**config.mk**
```make
export PLATFORM = sky130hd
export DESIGN_NAME = uart_tx_port
export DESIGN_NICKNAME = d
export VERILOG_FILES = /design/src/rtl/uart_pkg.sv /design/src/rtl/uart_baud_gen.sv /design/src/rtl/uart_tx_port.sv
export SDC_FILE = /design/constraint.sdc
export NUM_CORES = 1
export LEC_CHECK = 0
export BUFFER_PORTS_ARGS = -buffer_cell sky130_fd_sc_hd__buf_2
export CAP_MARGIN = 20
export CORE_ASPECT_RATIO = 2
export CORE_MARGIN = 2
export CORE_UTILIZATION = 44
export CTS_CLUSTER_DIAMETER = 60
export CTS_CLUSTER_SIZE = 24
export DETAILED_ROUTE_END_ITERATION = 6
export PLACE_DENSITY = 0.81
export SLEW_MARGIN = 20
export SYNTH_ARGS = -nofsm -noshare
export SYNTH_HDL_FRONTEND = slang
export SYNTH_HIERARCHICAL = 1
export SYNTH_SLANG_ARGS = --single-unit
```
**constraint.sdc**
```tcl
create_clock -name clk -period 2.3 [get_ports clk]
set_clock_uncertainty 0.15 [all_clocks]
set_input_delay 0.23 -clock clk [delete_from_list [all_inputs] [get_ports clk]]
set_output_delay 0.23 -clock clk [all_outputs]
set_load 0.01 [all_outputs]
```
**src/rtl/uart_pkg.sv**
```systemverilog
// Shared types and constants for the UART transmit port and its helpers.
// UART_TX_PARITY_EN enables the optional PARITY state in the transmitter.
package uart_pkg;

   typedef enum logic [2:0] {
      IDLE,
      START,
      DATA,
      PARITY,
      STOP
   } tx_state_t;

   localparam int unsigned CSR_BUSY = 0;
   localparam int unsigned CSR_FULL = 1;
   localparam int unsigned CSR_OVR  = 2;
   localparam int unsigned CSR_ODD  = 3;

   localparam logic [7:0] DEF_DATA_ADDR = 8'h00;
   localparam logic [7:0] DEF_CSR_ADDR  = 8'h04;

endpackage

```
**src/rtl/uart_baud_gen.sv**
```systemverilog
// Bit-period counter: counts 0..CLKS_PER_BIT-1, wraps, and pulses o_tick on the last count.
// Shared by the transmitter and the future receiver.
module uart_baud_gen #(
   parameter int unsigned CLKS_PER_BIT = 16
) (
   input  logic i_clk,
   input  logic i_rst_n,
   input  logic i_clear,
   output logic o_tick
);

   localparam int unsigned CW = (CLKS_PER_BIT > 1) ? $clog2(CLKS_PER_BIT) : 1;
   localparam logic [CW-1:0] LAST = CW'(CLKS_PER_BIT - 1);

   logic [CW-1:0] r_cnt;

   always_ff @(posedge i_clk or negedge i_rst_n) begin
      if (!i_rst_n) begin
         r_cnt <= '0;
      end else if (i_clear || (r_cnt == LAST)) begin
         r_cnt <= '0;
      end else begin
         r_cnt <= r_cnt + 1'b1;
      end
   end

   assign o_tick = (r_cnt == LAST);

endmodule

```
**src/rtl/uart_tx_port.sv**
```systemverilog
// Memory-mapped 8N1 UART transmitter with a one-byte holding register on the IO bus.
// Define UART_TX_PARITY_EN to add a parity bit (even, or odd via CSR bit 3).
module uart_tx_port
   import uart_pkg::*;
#(
   parameter int unsigned CLKS_PER_BIT = 16,
   parameter logic [7:0]  DATA_ADDR    = DEF_DATA_ADDR,
   parameter logic [7:0]  CSR_ADDR     = DEF_CSR_ADDR
) (
   input  logic        clk,
   input  logic        rst,
   input  logic        io_we,
   input  logic [7:0]  io_addr,
   input  logic [31:0] io_data,
   output logic        tx,
   output logic [31:0] io_uart_io_reg,
   output logic [31:0] io_uart_csr_reg
);

   if (CLKS_PER_BIT < 2) begin : g_bad_clks_per_bit
      $error("uart_tx_port: CLKS_PER_BIT must be >= 2");
   end

   tx_state_t   r_state;
   logic [7:0]  r_shift;
   logic [7:0]  r_hold;
   logic [2:0]  r_idx;
   logic        r_full;
   logic        r_ovr;
   logic        w_tick;
   logic        w_baud_clr;
   logic        w_data_wr;
   logic        w_csr_wr;
   logic        w_drain;
   logic        w_accept;
   logic        w_unused;
`ifdef UART_TX_PARITY_EN
   logic        r_par;
   logic        r_odd;
`endif

   assign w_baud_clr = (r_state == IDLE);
   assign w_data_wr  = io_we && (io_addr == DATA_ADDR);
   assign w_csr_wr   = io_we && (io_addr == CSR_ADDR);
   // The FSM empties the holding register this cycle: a new byte may land in the same edge.
   assign w_drain    = r_full && ((r_state == IDLE) || ((r_state == STOP) && w_tick));
   assign w_accept   = w_data_wr && (!r_full || w_drain);
   assign w_unused   = ^io_data[31:8];

   uart_baud_gen #(
      .CLKS_PER_BIT(CLKS_PER_BIT)
   ) u_baud (
      .i_clk  (clk),
      .i_rst_n(rst),
      .i_clear(w_baud_clr),
      .o_tick (w_tick)
   );

   always_ff @(posedge clk or negedge rst) begin
      if (!rst) begin
         r_hold         <= '0;
         r_full         <= 1'b0;
         r_ovr          <= 1'b0;
         io_uart_io_reg <= '0;
`ifdef UART_TX_PARITY_EN
         r_odd          <= 1'b0;
`endif
      end else begin
         if (w_accept) begin
            r_hold         <= io_data[7:0];
            r_full         <= 1'b1;
            io_uart_io_reg <= {24'h0, io_data[7:0]};
         end else if (w_drain) begin
            r_full <= 1'b0;
         end
         if (w_data_wr && !w_accept) begin
            r_ovr <= 1'b1;
         end else if (w_csr_wr && io_data[CSR_OVR]) begin
            r_ovr <= 1'b0;
         end
`ifdef UART_TX_PARITY_EN
         if (w_csr_wr) begin
            r_odd <= io_data[CSR_ODD];
         end
`endif
      end
   end

   always_ff @(posedge clk or negedge rst) begin
      if (!rst) begin
         r_state <= IDLE;
         r_shift <= '0;
         r_idx   <= '0;
         tx      <= 1'b1;
`ifdef UART_TX_PARITY_EN
         r_par   <= 1'b0;
`endif
      end else begin
         case (r_state)
            IDLE: begin
               if (r_full) begin
                  r_shift <= r_hold;
`ifdef UART_TX_PARITY_EN
                  r_par   <= ^r_hold;
`endif
                  r_state <= START;
               end
            end
            START: begin
               if (w_tick) begin
                  r_idx   <= '0;
                  r_state <= DATA;
               end
            end
            DATA: begin
               if (w_tick) begin
                  r_shift <= {1'b0, r_shift[7:1]};
                  r_idx   <= r_idx + 3'd1;
                  if (r_idx == 3'd7) begin
`ifdef UART_TX_PARITY_EN
                     r_state <= PARITY;
`else
                     r_state <= STOP;
`endif
                  end
               end
            end
`ifdef UART_TX_PARITY_EN
            PARITY: begin
               if (w_tick) begin
                  r_state <= STOP;
               end
            end
`endif
            STOP: begin
               if (w_tick) begin
                  if (r_full) begin
                     r_shift <= r_hold;
`ifdef UART_TX_PARITY_EN
                     r_par   <= ^r_hold;
`endif
                     r_state <= START;
                  end else begin
                     r_state <= IDLE;
                  end
               end
            end
            default: r_state <= IDLE;
         endcase

         // tx is registered from the current state, so the line trails the FSM by one cycle.
         case (r_state)
            START:   tx <= 1'b0;
            DATA:    tx <= r_shift[0];
`ifdef UART_TX_PARITY_EN
            PARITY:  tx <= r_par ^ r_odd;
`endif
            default: tx <= 1'b1;
         endcase
      end
   end

   always_comb begin
      io_uart_csr_reg           = '0;
      io_uart_csr_reg[CSR_BUSY] = (r_state != IDLE);
      io_uart_csr_reg[CSR_FULL] = r_full;
      io_uart_csr_reg[CSR_OVR]  = r_ovr;
`ifdef UART_TX_PARITY_EN
      io_uart_csr_reg[CSR_ODD]  = r_odd;
`endif
   end

endmodule

```
==> run_results.csv <==
group,metric,value,unit
route,met3_length,195,um
global_route,grt_max_degree,30,
die,dieArea,0.004705,mm^2
route,viasPerCell,4.418,
logic_synthesis,ys_warn_count,6,
clocking,cts_tree,"done",
clocking,cts.path.max_buffers,2,
logic_synthesis,synth_compound_area_share,9.472,%
place,dpl.hpwl,2169,um
setup_path,crit_path_end_kind,"flop",
global_route,grt_antenna_before_repair,0,
power_and_ir_drop,ir_worst_vdd,0.0004779,V
setup_path,max_stage_delay,0.42,ns
clocking,cts_root_buf,"clkbuf_8",
setup_path,crit_slowest_cell,"dfrtp_1",
timing,fmax,0.4779,GHz
cells_and_area,drive_above_1_share,27.49,%
logic_synthesis,syn_avg_cell_area,10.24,um^2
setup_path,path_class,"reg2reg",
global_route,grt.overflow.total,0,
cells_and_area,area_growth,6.246,%
clocking,numCtsBuffers,5,
logic_synthesis,synth-seq-area-share,39.88,%
route,met2WireLength,1544,um
timing,slew_violations,0,
timing,setup-tns-final,0,ns
timing,setup_viol,0,
cells_and_area,antenna_cells,0,
logic_synthesis,synth-seq-cells,29,
place,portBuffers,30,
logic_synthesis,async_flop_share,100.0,%
clocking,cts.sinks,29,
timing,maxSlewHeadroom,57.30,%
logic_synthesis,synth-edff-count,0,
logic_synthesis,synth_xor_area_share,0.4804,%
timing,period_share,90.98,%
global_route,grt_usage,12.92,%
worst_hold_path,hold_class,"in2reg",
power_and_ir_drop,p_per_area,603.7,mW/mm^2
route,wirelength,2837,um
setup_path,r2r_slack,0.21,ns
run_status,outcome,"finished, final reports clean",
route,routed-via-count,1162,
logic_synthesis,muxShareOfSynthArea,10.57,%
setup_path,crit_chain,"ha_1, and3_4, nor2b_1, o31ai_4, nand3b_4, mux2_2",
logic_synthesis,netlist_instances,178,
cells_and_area,final_common_cell,"conb_1",
logic_synthesis,synthAdderAreaFrac,2.059,%
clocking,clkLatencyLatePin,0.28,ns
timing,worst_slack,0.2075,ns
timing,tightest_slew,0.6405,ns
route,wl_per_cell,10.79,um
cells_and_area,mostFrequentLayoutCells,"53 x conb_1, 30 x buf_2, 28 x dfrtp_1, 15 x nand2_1",
place,place_inst,254,
timing,rsz0062_at_grt,"false",
timing,fin_crit,2.093,ns
die,initial_core_util,45.05,%
place,dpl_worst_slack,0.2079,ns
cells_and_area,instances_no_fill,263,
clocking,cts_htree_levels,2,
setup_path,start_kind,"flop",
route,dr.first_iter.drc_count,9,
die,die_w,49.52,um
route,drt_pass1_iterations,3,
setup_path,worst-path-max-fanout,9,
cells_and_area,nets,256,
die,num_io_pins,108,
logic_synthesis,synth_top_family_by_area,"buffers and inverters",
die,rows,33,
die,dieHeight,95.03,um
setup_path,required,2.32,ns
clocking,clk_pin_slew_worst_paths,0.07,ns
route,route.detailed.drc,0,
route,highest-signal-layer,"met4",
route,ant_nets,0,
timing,final-hold-violation-count,0,
logic_synthesis,ys.flop_type,"dfrtp_1",
global_route,grt_pass1_wl,4643,um
cells_and_area,fillerInstances,400,
clocking,postCtsResizedCells,0,
power_and_ir_drop,p_leak,1.063,nW
logic_synthesis,synthDistinctLibCells,39,
route,m1WireLength,1038,um
place,gp_congestion,0.7773,
global_route,grt_pass1_vias,1059,
logic_synthesis,synth_area,0.001823,mm^2
die,coreArea,0.004046,mm^2
setup_path,cp_data_arrival_time,2.11,ns
run,max_cap_viol_count,0,
logic_synthesis,yosys.area_share.simple,12.70,%
-- synth_stat cells (all sizes together) (2+ instances only) --
cell type / n / area share [%]
inv: 2 / 0.41
o21ai: 12 / 3.3
mux2: 10 / 6.2
nor2: 6 / 1.2
a31oi: 3 / 1.0
ha: 3 / 2.1
nand2: 15 / 3.1
nor2b: 6 / 2.1
nor3b: 2 / 0.82
nand3b: 3 / 1.9
mux2i: 8 / 4.4
buf: 59 / 24
dfrtp: 28 / 38
a21oi: 2 / 1.2
-- registers in the layout (all words and copies together), names as in the netlist --
name          count
r_state           3
r_idx             3
u_baud/r_cnt      4
r_shift           8
r_ovr             1
r_full            1
tx                1
r_hold            8
-- worst paths after layout --
check / startpoint / end / depth (start not counted)
worst max-delay path: u_baud/r_cnt[0] / r_hold[1] / 6
worst min-delay path: io_addr[2] / r_ovr / 2
worst max register to register: u_baud/r_cnt[0] / r_hold[1] / 6
worst min register to register: r_shift[3] / r_shift[3] / 2
max in group asynchronous: rst / r_idx[1] / 2
min in group asynchronous: rst / u_baud/r_cnt[3] / 2
-- kinds of logic after synthesis --
group                    Yosys count
AO/OA/AOI/OAI                     24
XOR/XNOR                           1
adder cells (fa/ha/maj)            3
buffers and inverters             62
flip-flops                        29
multiplexers                      18
other                              1
AND/OR/NAND/NOR                   40
-- power breakdown --
| part | total (mW) | internal, mW | switching (mW) |
|---|---|---|---|
| sequential | 0.526 | 0.518 | 0.00758 |
| clock | 0.553 | 0.352 | 0.201 |
| combinational | 0.0903 | 0.0256 | 0.0648 |
| total | 1.17 | 0.896 | 0.274 |
-- per-stage QoR --
step	util (%)	area, um^2	hold slack, ns	power [mW]
after floorplan	-	2018	-0.2156	0.6561
after global placement	44.65	1807	0.1395	0.6224
after detailed placement	44.65	1807	0.1418	0.6243
after CTS	47.87	1937	0.005900	1.182
after global routing	47.87	1937	0.01647	1.222
final	47.87	1937	0.006372	1.169
-- metal layers --
layer	up-vias	global-route usage [%]
li1	556	-
met2	50	24.21
met5	-	0
met1	550	13.02
met4	0	6.019
met3	6	3.448
-- cell type report --
| type | count | area, um^2 | share of cell area (%) |
|---|---|---|---|
| Clock buffer | 6 | 82.58 | 4.264 |
| Clock inverter | 2 | 37.54 | 1.938 |
| Multi-Input combinational cell | 139 | 842.1 | 43.48 |
| Timing Repair Buffer | 33 | 175.2 | 9.044 |
| Inverter | 2 | 7.507 | 0.3876 |
| Sequential cell | 29 | 726.9 | 37.53 |
| Tap cell | 52 | 65.06 | 3.359 |
-- worst max-delay path: cells and delay by family (launching register included) --
kind / cells / cell delay [ns]
AOI/OAI and AO/OA: 1 / 0.11
DFF: 1 / 0.42
muxes: 1 / 0.35
and+or+nand+nor: 3 / 0.69
adders and majority gates: 1 / 0.26
-- timing repair --
action,4_1_cts,5_1_grt
endpoints found under the setup margin,0,0
setup buffers,0,0
hold buffers,1,0
hold endpoints to repair,28,0
No activity file was read; power rests on OpenSTA's default activity.
